File: config.mk
export PLATFORM = sky130hd
export DESIGN_NAME = iaxi_fetch_bridge
export DESIGN_NICKNAME = d
export VERILOG_FILES = /design/src/rtl/iaxi_fetch_bridge.sv
export SDC_FILE = /design/constraint.sdc
export NUM_CORES = 1
export LEC_CHECK = 0
export ABC_AREA = 0
export BUFFER_PORTS_ARGS = -buffer_cell sky130_fd_sc_hd__buf_4
export CAP_MARGIN = 10
export CORE_MARGIN = 4
export CORE_UTILIZATION = 48
export DETAILED_ROUTE_END_ITERATION = 10
export GPL_TIMING_DRIVEN = 0
export PLACE_DENSITY = 0.83
export SLEW_MARGIN = 20
export SYNTH_ARGS = -nofsm -noshare
export SYNTH_HDL_FRONTEND = slang
export SYNTH_SLANG_ARGS = --single-unit
File: constraint.sdc
create_clock -name cpu_clk -period 5.4 [get_ports cpu_clk]
set_input_delay 0.81 -clock cpu_clk [delete_from_list [all_inputs] [get_ports cpu_clk]]
set_output_delay 0.81 -clock cpu_clk [all_outputs]
set_load 0.02 [all_outputs]
File: src/rtl/iaxi_fetch_bridge.sv
// rtl/iaxi_fetch_bridge.sv - IAXI instruction-fetch port to single-beat AXI4 read bridge
// One fetch in flight; responses for an abandoned fetch address are drained and discarded.
module iaxi_fetch_bridge #(
  parameter int          ADDR_WIDTH = 32,
  parameter int          DATA_WIDTH = 32,
  parameter logic [3:0]  AXI_ID     = 4'h0,
  parameter logic [2:0]  AXI_PROT   = 3'b100
) (
  input  logic                  cpu_clk,
  input  logic                  cpu_rst,
  input  logic                  IAXI_access,
  input  logic [ADDR_WIDTH-1:0] IAXI_addr,
  output logic [DATA_WIDTH-1:0] IAXI_read_data,
  output logic                  IAXI_read_data_valid,
  output logic                  IAXI_bus_error,
  output logic                  M_ARVALID,
  input  logic                  M_ARREADY,
  output logic [ADDR_WIDTH-1:0] M_ARADDR,
  output logic [3:0]            M_ARID,
  output logic [7:0]            M_ARLEN,
  output logic [2:0]            M_ARSIZE,
  output logic [1:0]            M_ARBURST,
  output logic [2:0]            M_ARPROT,
  input  logic                  M_RVALID,
  output logic                  M_RREADY,
  input  logic [DATA_WIDTH-1:0] M_RDATA,
  input  logic [3:0]            M_RID,
  input  logic [1:0]            M_RRESP,
  input  logic                  M_RLAST
);

  typedef enum logic [1:0] {IDLE, AR, R, DROP} state_t;

  localparam logic [ADDR_WIDTH-1:0] ADDR_MASK = {{(ADDR_WIDTH-2){1'b1}}, 2'b00};

  state_t                state_q, state_d;
  logic [ADDR_WIDTH-1:0] req_addr_q, req_addr_d;
  logic [DATA_WIDTH-1:0] rdata_q, rdata_d;
  logic                  valid_q, valid_d;
  logic                  err_q, err_d;
  logic                  drop_q, drop_d;
  logic                  redirect;
  logic                  resp_err;

  // The core has moved on if it stops requesting or points at a different word.
  assign redirect = !IAXI_access || ((IAXI_addr & ADDR_MASK) != req_addr_q);
  assign resp_err = (M_RRESP != 2'b00) || (M_RID != AXI_ID) || !M_RLAST;

  always_ff @(posedge cpu_clk or posedge cpu_rst) begin
    if (cpu_rst) begin
      state_q    <= IDLE;
      req_addr_q <= '0;
      rdata_q    <= '0;
      valid_q    <= 1'b0;
      err_q      <= 1'b0;
      drop_q     <= 1'b0;
    end else begin
      state_q    <= state_d;
      req_addr_q <= req_addr_d;
      rdata_q    <= rdata_d;
      valid_q    <= valid_d;
      err_q      <= err_d;
      drop_q     <= drop_d;
    end
  end

  always_comb begin
    state_d    = state_q;
    req_addr_d = req_addr_q;
    rdata_d    = rdata_q;
    valid_d    = 1'b0;
    err_d      = 1'b0;
    drop_d     = drop_q;
    case (state_q)
      // Skipping the pulse cycle gives the fetch unit a cycle to advance the pc.
      IDLE: if (IAXI_access && !valid_q) begin
        req_addr_d = IAXI_addr & ADDR_MASK;
        drop_d     = 1'b0;
        state_d    = AR;
      end
      AR: begin
        drop_d = drop_q || redirect;
        if (M_ARREADY) state_d = (drop_q || redirect) ? DROP : R;
      end
      R: begin
        if (M_RVALID) begin
          state_d = IDLE;
          if (!redirect) begin
            valid_d = 1'b1;
            err_d   = resp_err;
            rdata_d = M_RDATA;
          end
        end else if (redirect) begin
          state_d = DROP;
        end
      end
      DROP: if (M_RVALID) state_d = IDLE;
      default: state_d = IDLE;
    endcase
  end

  assign M_ARVALID            = (state_q == AR);
  assign M_ARADDR             = req_addr_q;
  assign M_ARID               = AXI_ID;
  assign M_ARLEN              = 8'd0;
  assign M_ARSIZE             = 3'b010;
  assign M_ARBURST            = 2'b01;
  assign M_ARPROT             = AXI_PROT;
  assign M_RREADY             = (state_q == R) || (state_q == DROP);
  assign IAXI_read_data       = rdata_q;
  assign IAXI_read_data_valid = valid_q;
  assign IAXI_bus_error       = err_q;

endmodule

==> flow_metrics.env, run 1 <==
export IMPL_run_status="finished clean"
export IMPL_synth_top_cell_area_share=0.508
export IMPL_dr_wl_met3_um=703
export IMPL_layout_net_count=494
export IMPL_report_final_hold_viol_count=0
export IMPL_post_synth_cell_area_avg_um2=13.4
export IMPL_top_layer_used="met4"
export IMPL_clkLatencyLatePin_ps=340
export IMPL_routed_via_density=4.83
export IMPL_tritoncts_clock_tree="done"
export IMPL_pwr_share_comb=0.394
export IMPL_critPathKind="input pin to flop"
export IMPL_floorplan_die_area_um2=8270
export IMPL_final_hold_worst_slack_ps=453
export IMPL_detailedPlacementHpwl_um=6350
export IMPL_pwr_dens_nw_per_um2=435
export IMPL_antenna_left=0
export IMPL_core_area_um2=6530
export IMPL_dr_total_vias=2417
export IMPL_required_ps=5620
export IMPL_worst_path_max_fanout=10
export IMPL_ys_seq_area_frac=0.508
export IMPL_critical_path_startpoint_type="input pin"
export IMPL_netlist_cell_type_count=29
export IMPL_buffer_ports_inserted=139
export IMPL_postSynthCellCount=247
export IMPL_initial_utilization=0.506
export IMPL_netSwitchingFraction=0.350
export IMPL_overflow=0
export IMPL_async_reset_ff_frac=1.00
export IMPL_gp_congestion=0.756
export IMPL_sequential_share_of_power=0.357
export IMPL_fill_cell_total_of_the_finished_layout=453
export IMPL_worst_setup_path_end_kind="flop"
export IMPL_worst_clock_skew_ps=10.8
export IMPL_synth_top_cells_by_area="sky130_fd_sc_hd__dfrtp_1 51%, sky130_fd_sc_hd__mux2_4 14%, sky130_fd_sc_hd__mux2_2 10%"
export IMPL_grt_start_max_net_pins=39
export IMPL_post_cts_resized_instances=0
export IMPL_cellInternalPower_mw=1.36
export IMPL_timing_fmax_mhz=426
export IMPL_synth_ff_latch_count=67
export IMPL_area_delta_synth_final_pct=45.0
export IMPL_clkTransAtPathRegs_ps=80
export IMPL_routed_wire_length_per_instance_um=15.9
export IMPL_total_area_of_multi_input_combinational_cells_um2=1460
export IMPL_cts_max_path_buffers=2
export IMPL_dr_pass1_iters=4
export IMPL_layout_common_cells="161 x sky130_fd_sc_hd__buf_4, 67 x sky130_fd_sc_hd__dfrtp_1, 30 x sky130_fd_sc_hd__xnor2_1, 30 x sky130_fd_sc_hd__mux2_4, 30 x sky130_fd_sc_hd__mux2_2"
export IMPL_first_global_vias=2614
export IMPL_timing_max_transition_violations_final=0
export IMPL_grt_total_usage=0.197
export IMPL_synth_enable_flop_cells=0
export IMPL_fin_ws_ps=3050
export IMPL_vdd_drop_max_v=0.000357
export IMPL_total_clock_buffers_created_by_cts=9
export IMPL_die_w_um=91.0
export IMPL_design_power_total_mw=2.09
export IMPL_hold_buffers=0
export IMPL_antennaDiodeCount=0
export IMPL_drt_iter0_markers=59
export IMPL_die_height_um=91.0
export IMPL_worst_endpoint_arrival_ps=2570
export IMPL_period_share=0.435
export IMPL_seq_area_um2=1680
export IMPL_finalSetupViolCount=0
export IMPL_timing_hold_worst_class="input pin to async pin"
export IMPL_synth_warning_count=0
export IMPL_cts_htree_levels=3
export IMPL_layout_cells_sized_above_1=0.584
export IMPL_finish_utilization=0.733
export IMPL_mappedNetlistArea_um2=3300
export IMPL_cts_post_setup_buffers_inserted=0
export IMPL_placement_rows=29
export IMPL_cts_root_buf="sky130_fd_sc_hd__clkbuf_8"
export IMPL_rsz0062_at_grt="no"
export IMPL_grt_pass1_wl_um=13000
export IMPL_switching_power_uw=730
export IMPL_route_met2_wl_um=3830
export IMPL_detail_route_wirelength_met1_um=3170
export IMPL_fin_setup_tns_ps=0
export IMPL_maxCapViolations=0
export IMPL_dp_worst_setup_slack_ps=2730
export IMPL_cellLeakagePower_nw=2.48
export IMPL_maxSlewHeadroom=0.444
export IMPL_grt_antenna_before_repair=0
export IMPL_dominantRegCellSynth="sky130_fd_sc_hd__dfrtp_1"
export IMPL_floorplan_io_pins=164
export IMPL_drt_total_wl_um=7970
export IMPL_max_slew_worst_pin_slew_ps=828
export IMPL_clock_sinks=67
export IMPL_synth_top_cell_by_area="sky130_fd_sc_hd__dfrtp_1"
export IMPL_final_min_clock_period_ps=2350
export IMPL_detail_route_drc_violations=0
export IMPL_clock_network_power_share=0.249
export IMPL_layout_cells_most_common="sky130_fd_sc_hd__buf_4"
-- metal layers --
metal | vias up | global-route usage
li1 | 1162 | -
met1 | 1117 | 0.243
met2 | 119 | 0.311
met3 | 19 | 0.0579
met4 | 0 | 0.109
met5 | - | 0
-- cells in the mapped netlist, drive strengths merged (3+ instances only) --
cell type and number:
nor2b 3, nand2 6, nand4 13, nor2 4, nor4 6, dfrtp 67, mux2 60, inv 6
xnor2 30, nand2b 4, nand3 3, buf 27, clkbuf 3
-- worst max-delay path, stage by stage --
cell and delay (ps):
sky130_fd_sc_hd__buf_4 110, sky130_fd_sc_hd__xnor2_1 260, sky130_fd_sc_hd__nand4_1 150, sky130_fd_sc_hd__nor4_1 380, sky130_fd_sc_hd__nand4_2 280, sky130_fd_sc_hd__buf_6 250, sky130_fd_sc_hd__mux2_4 310
-- sequential cells by signal, indices dropped and copies added, names as in the netlist --
register              count
drop_q                    1
M_ARADDR                 30
IAXI_read_data           32
state_q                   2
IAXI_bus_error            1
IAXI_read_data_valid      1
-- power by group through the flow --
stage / logic (mW) / clock network [mW] / registers, mW
4_1_cts: 0.829 / 0.530 / 0.745
5_1_grt: 0.883 / 0.553 / 0.763
3_5_place_dp: 0.827 / 0 / 0.753
3_3_place_gp: 0.811 / 0 / 0.747
6_report: 0.823 / 0.519 / 0.744
2_1_floorplan: 0.364 / 0 / 0.880
-- final cells by class --
| type | count | share of cell area |
|---|---|---|
| plain buffers | 30 | 0.0460 |
| inverters | 6 | 0.00522 |
| clock inverters | 6 | 0.0232 |
| multi-input cells | 164 | 0.305 |
| flip-flops and latches | 67 | 0.350 |
| repair buffers | 140 | 0.222 |
| well taps | 77 | 0.0201 |
| clock buffers | 10 | 0.0287 |
-- worst paths after layout --
path	to	slack [ps]	start	cells past startpoint
worst max-delay path	IAXI_read_data[13]	3050	IAXI_addr[27]	7
worst max register to register	M_ARADDR[3]	3160	state_q[1]	4
worst min-delay path	IAXI_read_data[14]	450	cpu_rst	2
min in group cpu_clk	IAXI_read_data[11]	520	IAXI_read_data[11]	1
max in group asynchronous	M_ARADDR[3]	4420	cpu_rst	3
worst min register to register	IAXI_read_data[11]	520	IAXI_read_data[11]	1
-- per-stage QoR --
step	cells	instance area, um^2
after floorplan	267	3380
after global placement	483	4520
after detailed placement	484	4540
after CTS	500	4790
after global routing	500	4790
final	500	4790
-- cell families after synthesis --
group	after synthesis	synth area share
flops	67	0.508
mux	61	0.242
simple gates	42	0.0750
buf+inv	36	0.0735
xor+xnor	30	0.0795
compound gates	9	0.0205
other cells	2	0.00227
No activity file was read; power rests on OpenSTA's default activity.
==> inputs of run 2 (changes only) <==
--- a/config.mk
+++ b/config.mk
@@ -9,10 +9,10 @@
 export BUFFER_PORTS_ARGS = -buffer_cell sky130_fd_sc_hd__buf_4
 export CAP_MARGIN = 10
 export CORE_MARGIN = 4
-export CORE_UTILIZATION = 48
+export CORE_UTILIZATION = 42
 export DETAILED_ROUTE_END_ITERATION = 10
 export GPL_TIMING_DRIVEN = 0
-export PLACE_DENSITY = 0.83
+export PLACE_DENSITY = 0.77
 export SLEW_MARGIN = 20
 export SYNTH_ARGS = -nofsm -noshare
 export SYNTH_HDL_FRONTEND = slang
==> constraint.sdc (replaced) <==
create_clock -name cpu_clk -period 1.9 [get_ports cpu_clk]
set_input_delay 0.285 -clock cpu_clk [delete_from_list [all_inputs] [get_ports cpu_clk]]
set_output_delay 0.285 -clock cpu_clk [all_outputs]
set_load 0.02 [all_outputs]
==> run 2 against run 1 <==
The run now ends with setup timing left. Worst setup slack got worse by 3200 ps. Critical path depth did not move. Global-route usage fell by 1.8 points. Non-clock buffer count rose by 8. Sequential power rose to 2.9 times the previous value. Routed wire length rose by 5.0%. Final cell count rose by 6.6%. Clock skew barely moved. Register-to-register slack got worse by 3300 ps. First-iteration DRC count fell by 37%. Design area rose by 4.3%. Clock power rose by 120%. Critical path type is now flop to flop.
==> flow_metrics.env, run 2 (same netlist as run 1, synthesis figures left out) <==
export IMPL_detail_route_drc_violations=0
export IMPL_timing_fmax_mhz=500
export IMPL_cellInternalPower_mw=3.68
export IMPL_layout_common_cells="166 x sky130_fd_sc_hd__buf_4, 66 x sky130_fd_sc_hd__dfrtp_1, 30 x sky130_fd_sc_hd__mux2_4, 30 x sky130_fd_sc_hd__mux2_2, 22 x sky130_fd_sc_hd__conb_1"
export IMPL_antennaDiodeCount=0
export IMPL_largest_register_ffs=32
export IMPL_path_buf_inv=2
export IMPL_required_ps=2110
export IMPL_fin_ws_ps=-98.8
export IMPL_grt_total_usage=0.179
export IMPL_clkTransAtPathRegs_ps=80
export IMPL_initial_utilization=0.430
export IMPL_gp_congestion=0.795
export IMPL_layout_cells_sized_above_1=0.622
export IMPL_area_delta_synth_final_pct=51.2
export IMPL_pwr_dens_nw_per_um2=1170
export IMPL_floorplan_io_pins=164
export IMPL_clkLatencyLatePin_ps=330
export IMPL_worst_clock_skew_ps=11.0
export IMPL_cts_htree_levels=3
export IMPL_cts_max_path_buffers=2
export IMPL_switching_power_mw=2.16
export IMPL_grt_antenna_before_repair=0
export IMPL_timing_hold_worst_class="input pin to flop"
export IMPL_layout_cells_most_common="sky130_fd_sc_hd__buf_4"
export IMPL_period_share=1.05
export IMPL_overflow=0
export IMPL_path_cells="nor2b_1, a2111o_1, nor4_2, nand4_2, buf_6, buf_12, mux2_4"
export IMPL_clock_network_power_share=0.195
export IMPL_worst_path_max_delay_cell="sky130_fd_sc_hd__dfrtp_2"
export IMPL_core_area_um2=7690
export IMPL_final_min_clock_period_ps=2000
export IMPL_detailedPlacementHpwl_um=6520
export IMPL_die_height_um=96.7
export IMPL_grt_start_max_net_pins=35
export IMPL_drt_iter0_markers=37
export IMPL_finalSetupViolCount=30
export IMPL_finish_utilization=0.650
export IMPL_worst_setup_path_end_kind="flop"
export IMPL_first_global_vias=2721
export IMPL_cts_root_buf="sky130_fd_sc_hd__clkbuf_8"
export IMPL_drt_total_wl_um=8360
export IMPL_routed_via_density=4.69
export IMPL_cellLeakagePower_nw=2.60
export IMPL_clock_sinks=67
export IMPL_placement_rows=32
export IMPL_rsz0062_at_grt="yes"
export IMPL_antenna_left=0
export IMPL_design_power_total_mw=5.85
export IMPL_critical_path_startpoint_type="flop"
export IMPL_die_w_um=96.7
export IMPL_pwr_share_comb=0.438
export IMPL_maxCapViolations=0
export IMPL_timing_max_transition_violations_final=0
export IMPL_run_status="complete, but fails checks"
export IMPL_total_clock_buffers_created_by_cts=9
export IMPL_fin_setup_tns_ps=-2520
export IMPL_placement_cell_area_um2=4600
export IMPL_slowest_delay_ps=400
export IMPL_sequential_share_of_power=0.367
export IMPL_floorplan_die_area_um2=9350
export IMPL_final_hold_worst_slack_ps=159
export IMPL_layout_net_count=502
export IMPL_vdd_drop_max_v=0.000912
export IMPL_critical_path_top_delay_family="simple AND/OR/NAND/NOR gates"
export IMPL_report_final_hold_viol_count=0
export IMPL_violated_checks="setup timing"
export IMPL_tritoncts_clock_tree="done"
export IMPL_worst_path_max_fanout=10
export IMPL_buffer_ports_inserted=139
export IMPL_critPathKind="flop to flop"
export IMPL_netSwitchingFraction=0.370
export IMPL_finish_instance_area_um2=5000
export IMPL_worst_endpoint_arrival_ps=2210
export IMPL_routed_wire_length_per_instance_um=15.7
export IMPL_grt_pass1_wl_um=13600
export IMPL_dr_pass1_iters=4
export IMPL_dr_total_vias=2499
run 2: cell count changes in the layout (fill, tap and decap cells not counted), moves of 2 or more:
cell                        delta
sky130_fd_sc_hd__xnor2_2       +9
sky130_fd_sc_hd__xnor2_1       -9
sky130_fd_sc_hd__nor4_1        -3
sky130_fd_sc_hd__buf_12        +3
sky130_fd_sc_hd__buf_6         -2
sky130_fd_sc_hd__clkinv_2      +2
sky130_fd_sc_hd__bufinv_16     -2
sky130_fd_sc_hd__buf_4         +5
sky130_fd_sc_hd__nor4_4        +2
run 2: stage by stage:
stage	instances	worst slack [ps]
after floorplan	267	-43.0
after global placement	508	-322
after detailed placement	510	-337
after CTS	531	-97.3
after global routing	533	-183
final	533	-98.8
run 2: what timing repair did:
item | in CTS | in global routing
resized for setup | 13 | 13
endpoints found under the setup margin | 63 | 34
pin swaps | 3 | 3
buffers inserted | 4 | 2
hold buffers | 1 | 0
hold endpoints to repair | 11 | 0
run 2: area by class of cell:
type,count,area (um^2)
flip-flops and latches,67,1680
inverters,6,26.3
clock buffers,11,131
clock inverters,5,53.8
plain buffers,30,248
fillers,611,2690
repair buffers,148,1150
multi-input cells,164,1580
well taps,102,128
run 2: layer usage:
metal	up-vias	routed length [um]	GRT usage	part of all wire
met5	-	0	0	0
met4	0	188	0.0616	0.022
met3	15	746	0.0634	0.089
met2	115	4140	0.300	0.49
met1	1189	3290	0.213	0.39
li1	1180	-	-	-
run 2: power groups by stage:
stage | Clock [mW] | Combinational, mW | Sequential, mW
floorplan | 0 | 1.04 | 2.50
global placement | 0 | 2.33 | 2.13
detailed placement | 0 | 2.38 | 2.14
CTS | 1.17 | 2.52 | 2.13
global route | 1.22 | 2.74 | 2.21
finish | 1.14 | 2.56 | 2.14
run 2: worst paths after layout:
kind	slack [ps]	startpoint	cells past startpoint	to
max	-100	M_ARADDR[5]	7	IAXI_read_data[14]
min	160	M_RVALID	2	state_q[1]
max reg2reg	-100	M_ARADDR[5]	7	IAXI_read_data[14]
min reg2reg	510	IAXI_read_data[24]	1	IAXI_read_data[24]
max in group asynchronous	940	cpu_rst	4	IAXI_read_data[28]
min in group asynchronous	480	cpu_rst	3	IAXI_read_data_valid
